`config.mk`:
```
export PLATFORM = sky130hd
export DESIGN_NAME = video_vcrop
export DESIGN_NICKNAME = d
export VERILOG_FILES = /design/src/rtl/video_pkg.sv /design/src/rtl/vcrop_measure.sv /design/src/rtl/video_vcrop.sv
export SDC_FILE = /design/constraint.sdc
export NUM_CORES = 1
export LEC_CHECK = 0
export BUFFER_PORTS_ARGS = -buffer_cell sky130_fd_sc_hd__buf_4
export CORE_AREA = 2 2 219 113
export CTS_CLUSTER_SIZE = 30
export DETAILED_ROUTE_END_ITERATION = 10
export DIE_AREA = 0 0 221 115
export GPL_TIMING_DRIVEN = 0
export SETUP_SLACK_MARGIN = 0.4
export SKIP_LAST_GASP = 1
export SYNTH_ARGS = -nofsm -noshare
export SYNTH_HDL_FRONTEND = slang
export SYNTH_SLANG_ARGS = --single-unit
```
`constraint.sdc`:
```
create_clock -name clk_sys -period 4.9 [get_ports clk_sys]
set_input_delay 0.735 -clock clk_sys [delete_from_list [all_inputs] [get_ports clk_sys]]
set_output_delay 0.735 -clock clk_sys [all_outputs]
set_load 0.01 [all_outputs]
```
`src/rtl/video_pkg.sv`:
```
// video_pkg: shared types and constants for the video pipeline.
//   line_t          - 9-bit video line index
//   VCROP_DEF_NTSC  - default crop start line after reset / NTSC select
//   VCROP_DEF_PAL   - default crop start line after PAL select
//   vcrop_state_e   - vertical-crop stabiliser states
package video_pkg;
  typedef logic [8:0] line_t;

  localparam line_t VCROP_DEF_NTSC = 9'd16;
  localparam line_t VCROP_DEF_PAL  = 9'd24;
  localparam line_t LINE_MAX       = 9'd511;

  typedef enum logic [1:0] {
    LOCKED  = 2'd0,
    PENDING = 2'd1,
    NOSIG   = 2'd2
  } vcrop_state_e;
endpackage

```
`src/rtl/vcrop_measure.sv`:
```
// vcrop_measure: line counter and per-frame active-window measurement.
// Ports:
//   clk_i, rst_ni          - clock, async active-low reset
//   ce_i                   - pixel enable
//   hsync_i, vsync_i       - input sync (edges detected on ce_i)
//   vblank_i               - input vertical blank
//   vis_i                  - visible line count for the current standard
//   line_o                 - line index of the sample currently on the inputs
//   cand_o                 - candidate crop start of the frame just ended
//   cand_valid_o           - frame-end pulse, frame had active lines
//   no_active_o            - frame-end pulse, frame had no active line
module vcrop_measure
  import video_pkg::*;
(
  input  logic       clk_i,
  input  logic       rst_ni,
  input  logic       ce_i,
  input  logic       hsync_i,
  input  logic       vsync_i,
  input  logic       vblank_i,
  input  logic [9:0] vis_i,
  output line_t      line_o,
  output line_t      cand_o,
  output logic       cand_valid_o,
  output logic       no_active_o
);
  logic  hs_q, vs_q;
  line_t line_q, line_d;
  logic  seen_q;      // current line already counted as active
  logic  have_q;      // current frame has seen an active line
  logic  frame_ok_q;  // a full frame boundary has been seen since reset
  line_t first_q, cnt_q;

  logic  hs_rise, vs_rise, new_line, act;
  logic  seen_eff, have_eff;
  line_t cnt_eff;

  assign hs_rise  = hsync_i & ~hs_q;
  assign vs_rise  = vsync_i & ~vs_q;
  assign new_line = hs_rise | vs_rise;
  assign act      = ~vblank_i;

  // The sample carrying a sync edge already belongs to the new line, so the
  // line index is resolved combinationally; vsync takes priority over hsync.
  always_comb begin
    line_d = line_q;
    if (vs_rise)                          line_d = '0;
    else if (hs_rise && line_q != LINE_MAX) line_d = line_q + 9'd1;
  end
  assign line_o = line_d;

  // Frame-boundary sample starts a fresh measurement including itself.
  assign seen_eff = new_line ? 1'b0 : seen_q;
  assign have_eff = vs_rise  ? 1'b0 : have_q;
  assign cnt_eff  = vs_rise  ? '0   : cnt_q;

  always_ff @(posedge clk_i or negedge rst_ni) begin
    if (!rst_ni) begin
      hs_q       <= 1'b0;
      vs_q       <= 1'b0;
      line_q     <= '0;
      seen_q     <= 1'b0;
      have_q     <= 1'b0;
      frame_ok_q <= 1'b0;
      first_q    <= '0;
      cnt_q      <= '0;
    end else if (ce_i) begin
      hs_q   <= hsync_i;
      vs_q   <= vsync_i;
      line_q <= line_d;
      seen_q <= seen_eff | act;
      have_q <= have_eff | act;
      if (act && !have_eff) first_q <= line_d;
      if (act && !seen_eff && cnt_eff != LINE_MAX) cnt_q <= cnt_eff + 9'd1;
      else                                         cnt_q <= cnt_eff;
      if (vs_rise) frame_ok_q <= 1'b1;
    end
  end

  // Centre an oversized window; 10-bit sum cannot overflow (511+135).
  logic [9:0] excess, sum;
  always_comb begin
    excess = {1'b0, cnt_q} - vis_i;
    sum    = {1'b0, first_q};
    if ({1'b0, cnt_q} > vis_i) sum = {1'b0, first_q} + (excess >> 1);
    cand_o = sum[9] ? LINE_MAX : sum[8:0];
  end

  // The partial frame in flight at reset is never reported.
  assign cand_valid_o = ce_i & vs_rise & frame_ok_q &  have_q;
  assign no_active_o  = ce_i & vs_rise & frame_ok_q & ~have_q;
endmodule

```
`src/rtl/video_vcrop.sv`:
```
// video_vcrop: vertical auto-crop. Measures the active window of each frame,
// stabilises the start line over STABLE_FRAMES frames and regenerates vblank
// for a fixed-height centred picture.
// Optional build macro: VCROP_BLACKEN_EN - force colour to 0 outside the
// window while cropping (default: colour passes through).
// Ports:
//   clk_sys, reset_n                   - clock, async active-low reset
//   pix_ce                             - pixel enable
//   hsync/vsync/hblank/vblank          - input timing
//   red/green/blue                     - input colour
//   is_PAL                             - selects VIS_PAL / VIS_NTSC
//   crop_en                            - 0 = pass-through
//   o_hsync/o_vsync/o_hblank/o_vblank  - output timing (1 pix_ce latency)
//   o_red/o_green/o_blue               - output colour (1 pix_ce latency)
//   o_pix_ce                           - pix_ce delayed one clk_sys
module video_vcrop
  import video_pkg::*;
#(
  parameter int VIS_NTSC      = 240,
  parameter int VIS_PAL       = 288,
  parameter int STABLE_FRAMES = 2
) (
  input  logic       clk_sys,
  input  logic       reset_n,
  input  logic       pix_ce,
  input  logic       hsync,
  input  logic       vsync,
  input  logic       hblank,
  input  logic       vblank,
  input  logic [7:0] red,
  input  logic [7:0] green,
  input  logic [7:0] blue,
  input  logic       is_PAL,
  input  logic       crop_en,
  output logic       o_hsync,
  output logic       o_vsync,
  output logic       o_hblank,
  output logic       o_vblank,
  output logic [7:0] o_red,
  output logic [7:0] o_green,
  output logic [7:0] o_blue,
  output logic       o_pix_ce
);
  localparam logic [7:0] STAB   = 8'(STABLE_FRAMES);
  // With a threshold of 1 a single new measurement is applied at once.
  localparam logic       INSTANT = (STAB <= 8'd1);

  logic [9:0] vis;
  assign vis = is_PAL ? 10'(VIS_PAL) : 10'(VIS_NTSC);

  line_t line, cand;
  logic  cand_valid, no_active;

  vcrop_measure u_meas (
    .clk_i        (clk_sys),
    .rst_ni       (reset_n),
    .ce_i         (pix_ce),
    .hsync_i      (hsync),
    .vsync_i      (vsync),
    .vblank_i     (vblank),
    .vis_i        (vis),
    .line_o       (line),
    .cand_o       (cand),
    .cand_valid_o (cand_valid),
    .no_active_o  (no_active)
  );

  // ---------------- stabiliser FSM ----------------
  vcrop_state_e state_q, state_d;
  line_t        applied_q, applied_d, pend_q, pend_d;
  logic [7:0]   cnt_q, cnt_d, cnt_nxt;
  logic         pal_q, pal_tgl, commit;

  assign pal_tgl = is_PAL ^ pal_q;
  assign cnt_nxt = (cand == pend_q) ? cnt_q + 8'd1 : 8'd1;
  assign commit  = cnt_nxt >= STAB;

  always_ff @(posedge clk_sys or negedge reset_n) begin
    if (!reset_n) begin
      state_q   <= PENDING;
      applied_q <= VCROP_DEF_NTSC;
      pend_q    <= VCROP_DEF_NTSC;
      cnt_q     <= '0;
      pal_q     <= 1'b0;
    end else begin
      state_q   <= state_d;
      applied_q <= applied_d;
      pend_q    <= pend_d;
      cnt_q     <= cnt_d;
      pal_q     <= is_PAL;
    end
  end

  always_comb begin
    state_d = state_q;
    if (pal_tgl)        state_d = PENDING;
    else if (no_active) state_d = NOSIG;
    else if (cand_valid) begin
      case (state_q)
        LOCKED:  if (cand != applied_q) state_d = INSTANT ? LOCKED : PENDING;
        PENDING: if (cand == applied_q || commit) state_d = LOCKED;
        NOSIG:   state_d = INSTANT ? LOCKED : PENDING;
        default: state_d = PENDING;
      endcase
    end
  end

  // applied only moves on a frame-end pulse (the vsync-edge sample), so the
  // new window starts with line 0 of the following frame.
  always_comb begin
    applied_d = applied_q;
    pend_d    = pend_q;
    cnt_d     = cnt_q;
    if (pal_tgl) begin
      applied_d = is_PAL ? VCROP_DEF_PAL : VCROP_DEF_NTSC;
      pend_d    = applied_d;
      cnt_d     = '0;
    end else if (cand_valid) begin
      case (state_q)
        PENDING: begin
          if (cand == applied_q) cnt_d = '0;
          else begin
            pend_d = cand;
            cnt_d  = cnt_nxt;
            if (commit) applied_d = cand;
          end
        end
        default: begin
          if (state_q == NOSIG || cand != applied_q) begin
            pend_d = cand;
            cnt_d  = 8'd1;
            if (INSTANT) applied_d = cand;
          end
        end
      endcase
    end
  end

  // ---------------- window and outputs ----------------
  logic win, blk;
  assign win = crop_en && (line >= applied_q) &&
               ({1'b0, line} < ({1'b0, applied_q} + vis));

`ifdef VCROP_BLACKEN_EN
  assign blk = crop_en & ~win;
`else
  assign blk = 1'b0;
`endif

  always_ff @(posedge clk_sys or negedge reset_n) begin
    if (!reset_n) begin
      o_hsync  <= 1'b0;
      o_vsync  <= 1'b0;
      o_hblank <= 1'b1;
      o_vblank <= 1'b1;
      o_red    <= '0;
      o_green  <= '0;
      o_blue   <= '0;
      o_pix_ce <= 1'b0;
    end else begin
      o_pix_ce <= pix_ce;
      if (pix_ce) begin
        o_hsync  <= hsync;
        o_vsync  <= vsync;
        o_hblank <= hblank;
        o_vblank <= crop_en ? ~win : vblank;
        o_red    <= blk ? 8'h00 : red;
        o_green  <= blk ? 8'h00 : green;
        o_blue   <= blk ? 8'h00 : blue;
      end
    end
  end
endmodule
```
==> impl_results.md <==
* Status: finished clean
* Sw frac at 30.9%
* PD cells at 292 mW/mm^2
* RR Endpoint: applied_q[3]$_DFFE_PN0P_
* GR Overflow Total at 0
* CP Cell Sequence: buf_12 > clkinvlp_4 > ha_4 > inv_2 > ha_4 > a21o_1 > a21oi_2 > xnor2_2 > ha_4 > a211oi_4 > nor2_4 > a311o_2 > or4_1 > and3_4 > o31ai_4 > buf_6 > a211o_1 > mux2_4 > maj3_2
* Reg2Reg Depth at 18
* Asr flop ratio synth at between 90% and 100%
* DRT Wirelength at 17.1 mm
* Cell Rows at 40
* PortBufs at between 60 and 70
* Total leakage power at around 3.2 nW
* Fin. max-slew vios at 0
* Sequential share of power at between 40% and 50%
* Final setup vio count at 0
* Arr. time, crit path at 4620 ps
* H-Tree Depth at 3
* Minimum clock period after layout at 4390 ps
* CP max-delay cell: or4_1
* Clock sinks at 88
* Hold EP: o_vblank$_DFFE_PN1P_
* Core footprint at 0.0236 mm^2
* Syn nets at between 600 and 700
* Nets at approximately 780
* Crit Path Max Fanout at 9
* Io pins at 62
* Layout Skew at slightly below 9 ps
* CTS buffer count at 9
* Critical R2R Launch: u_meas.cnt_q[4]$_DFFE_PN0P_
* Layout cells sized above 1 at between 20% and 30%
* Critical Path Start: is_PAL
* Max VDD drop at roughly 0.00018 V
* Post-Synth Simple-Gate Area at 16.5%
* Kind of critical path: input pin to flop
* DR pass1 iterations at 5
* Crit. End Element: flop
* Final hold vios at 0
* Synth Area in XOR/XNOR at under 10%
* Area Overhead vs Synth at 28.7%
* Placed Area at between 0.006 and 0.007 mm^2
* Die Wd at 221 um
* Reg2reg setup slack at between 500 and 600 ps
* Type of the worst min-delay path: flop to flop
* Die H at 115 um
* Post-synthesis compound-gate area fraction at between 10% and 20%
* Crit share post-route at a little under 90%
* Clock network power share at ~34%
* Dpl ws at -786 ps
* Initial antenna violation count at 0
* Vias at 5028
* Clk slew on worst S/H paths at roughly 70 ps
* Clock buffer depth at 2
* GP Congestion at around 0.9
* Max Fclk at ~230 MHz
* CP Launch Type: input pin
* Placed Cells at around 1000
* Syn Area/Cell at between 9 and 10 um^2
* Vias in the first global route at around 4600
* Fin cells at around 1000
* CP required at roughly 5100 ps
* Fin util at roughly a third
* Syn Inst Count at 605
* Min-delay src: o_vblank$_DFFE_PN1P_
* Final Instance Area at ~0.0074 mm^2
* Switch Pwr at around 0.00067 W
* Crit path top cell by count: ha_4
* Post-synth top flop: dfrtp_1
* Worst Tran Pin Value at about 1100 ps
* Setup WS post-layout at around 510 ps
* Pin count of the biggest net entering global routing at 89
* EDFF count, synth at 0
* Vias per inst at ~5
* Mapped Area at 0.00579 mm^2
* Netlist cell types at 73
* Hpwl dp at 12.8 mm
* Number of remaining DRC errors at 0
* GR Util All Layers at a little over an eighth
* Root buffer cell: clkbuf_16
* Max Cap Violations at 0
* #FFs+latches synth at a little under 90
* Comb pwr share at a little over a quarter
* Starting DRT DRC Count at between 400 and 500
* ANT nets after route at 0
* Slew headroom at 23.7%
* Hold Path Stages at 2
* Post-synthesis mux area share at between 9 and 10%
* Global-route wire length before repair at between 20 and 30 mm
* RSZ-0062 raised after global routing: false
* Register area share after synthesis at 38.1%
* Wire length per cell at about 17 um
* Post-CTS Hold Buffers at 0
* Yosys warns at 0
* Synth Area in Adders at just over 9%
* Internal at about 0.0015 W
* Largest family of logic cells by synthesized area: compound AO/OA/AOI/OAI gates
* TritonCTS clock tree: built
* Inserted Diodes at 0
* DIE AREA at between 0.02 and 0.03 mm^2
* CP max stage delay at between 500 and 600 ps
* Initial core utilization at about a quarter
* Clock Latency Late Sink at between 300 and 400 ps
-- state kept, by name, summed over array words and instances, names as in the netlist --
name	count
u_meas.vs_q	1
u_meas.frame_ok_q	1
o_vblank	1
o_green	8
u_meas.line_q	9
pend_q	9
u_meas.cnt_q	9
o_pix_ce	1
pal_q	1
state_q	2
o_blue	8
u_meas.hs_q	1
cnt_q	8
o_red	8
o_hblank	1
u_meas.first_q	9
applied_q	9
u_meas.have_q	1
u_meas.seen_q	1
-- layer usage --
layer  global-route usage (%)  wire length, um  vias to the layer above
met5                        0                0                        -
met4                     2.77              124                        0
met3                     5.72             1860                       10
met2                     14.9             5690                      205
met1                     22.3             9400                     2418
li1                         -                -                     2395
-- logic make-up (layout without fill, tap and decap cells) --
logic type / count (synthesis) / in the layout
and+or+nand+nor: 189 / 189
AOI/OAI and AO/OA: 147 / 147
DFF: 88 / 88
buffers and inverters: 60 / 162
muxes: 48 / 48
adders and majority gates: 42 / 42
xor gates and xnor gates: 31 / 31
-- critical path: cells and delay by family --
kind | cells | cell delay [ps]
compound gates | 6 | 1410
buf+inv | 4 | 460
simple gates | 3 | 790
fa+ha+maj | 4 | 780
xor+xnor | 1 | 110
mux | 1 | 310
-- worst max-delay path by stage --
| stage | slack (ps) | cells after the start | to |
|---|---|---|---|
| after floorplan | 410 | 17 | applied_q[3]$_DFFE_PN0P_ |
| final | 510 | 19 | applied_q[3]$_DFFE_PN0P_ |
| after detailed placement | -790 | 20 | applied_q[3]$_DFFE_PN0P_ |
| after global placement | -770 | 20 | applied_q[3]$_DFFE_PN0P_ |
| after CTS | 420 | 20 | applied_q[3]$_DFFE_PN0P_ |
| after global routing | 380 | 18 | applied_q[3]$_DFFE_PN0P_ |
-- power groups by stage --
| stage | Sequential, W | Clock, W | Combinational, W |
|---|---|---|---|
| 2_1_floorplan | 0.000860 | 0 | 0.000304 |
| 3_3_place_gp | 0.000873 | 0 | 0.000478 |
| 3_5_place_dp | 0.000876 | 0 | 0.000480 |
| 4_1_cts | 0.000866 | 0.000757 | 0.000515 |
| 5_1_grt | 0.000878 | 0.000790 | 0.000617 |
| 6_report | 0.000870 | 0.000736 | 0.000565 |
-- what timing repair did --
action                                  in CTS  in global routing
setup buffers                               14                 12
hold endpoints to repair                     0                  0
resized for setup                           23                 34
endpoints found under the setup margin      27                 26
pin swaps                                    8                 19
-- cell usage after synthesis, drive strengths merged (3+ instances only) --
cell	n	area, um^2
or3	3	18.8
nor2	40	150
mux2i	9	90.1
clkbuf	14	52.6
dfstp	5	131
nor4	3	18.8
and2	8	50.1
o21ai	34	174
o21bai	3	22.5
nand4	8	56.3
o2bb2ai	6	52.6
o211ai	5	37.5
dfrtp	83	2080
xor2	14	123
nand2	55	206
o21a	4	30.0
mux2	39	447
buf	8	45.0
inv	38	143
a22o	5	43.8
and3	4	30.0
or2	3	18.8
ha	39	488
a21o	4	30.0
nor3	7	35.0
nand3b	4	30.0
nor2b	4	25.0
nand3	25	125
a2111oi	3	45.1
o22ai	11	68.8
o31ai	13	111
xnor2	17	149
nand2b	15	101
a2bb2oi	3	26.3
a31oi	8	65.1
a211oi	4	47.5
a21oi	24	120
-- cells in the final DEF (no fill, tap or decap), types with 6 or more instances in the layout --
cell type,n
a21oi_1,21
and2_1,7
buf_4,88
clkbuf_1,13
clkbuf_16,9
dfrtp_1,83
ha_1,32
inv_1,36
mux2_2,36
mux2i_1,8
nand2_1,55
nand2b_1,14
nand3_1,24
nand4_1,7
nor2_1,36
nor3_1,6
o21ai_0,32
o22ai_1,8
o31ai_1,11
xnor2_1,14
xor2_1,14
-- final cells by class --
class                   instances  area, um^2
plain buffers                  22         114
clock buffers                  10         229
clock inverters                 5        83.8
fillers                      2408       16100
inverters                      38         146
multi-input cells             457        3600
flip-flops and latches         88        2210
well taps                     315         394
repair buffers                 87         669
-- per-stage QoR --
step                hold WS (ps)  total power [W]  TNS, ps
global route                 486          0.00229        0
detailed placement           476          0.00136   -12320
finish                       482          0.00217        0
CTS                          486          0.00214        0
floorplan                    439          0.00116        0
global placement             461          0.00135   -12260
Note: power is estimated with default switching activity, not from simulation.
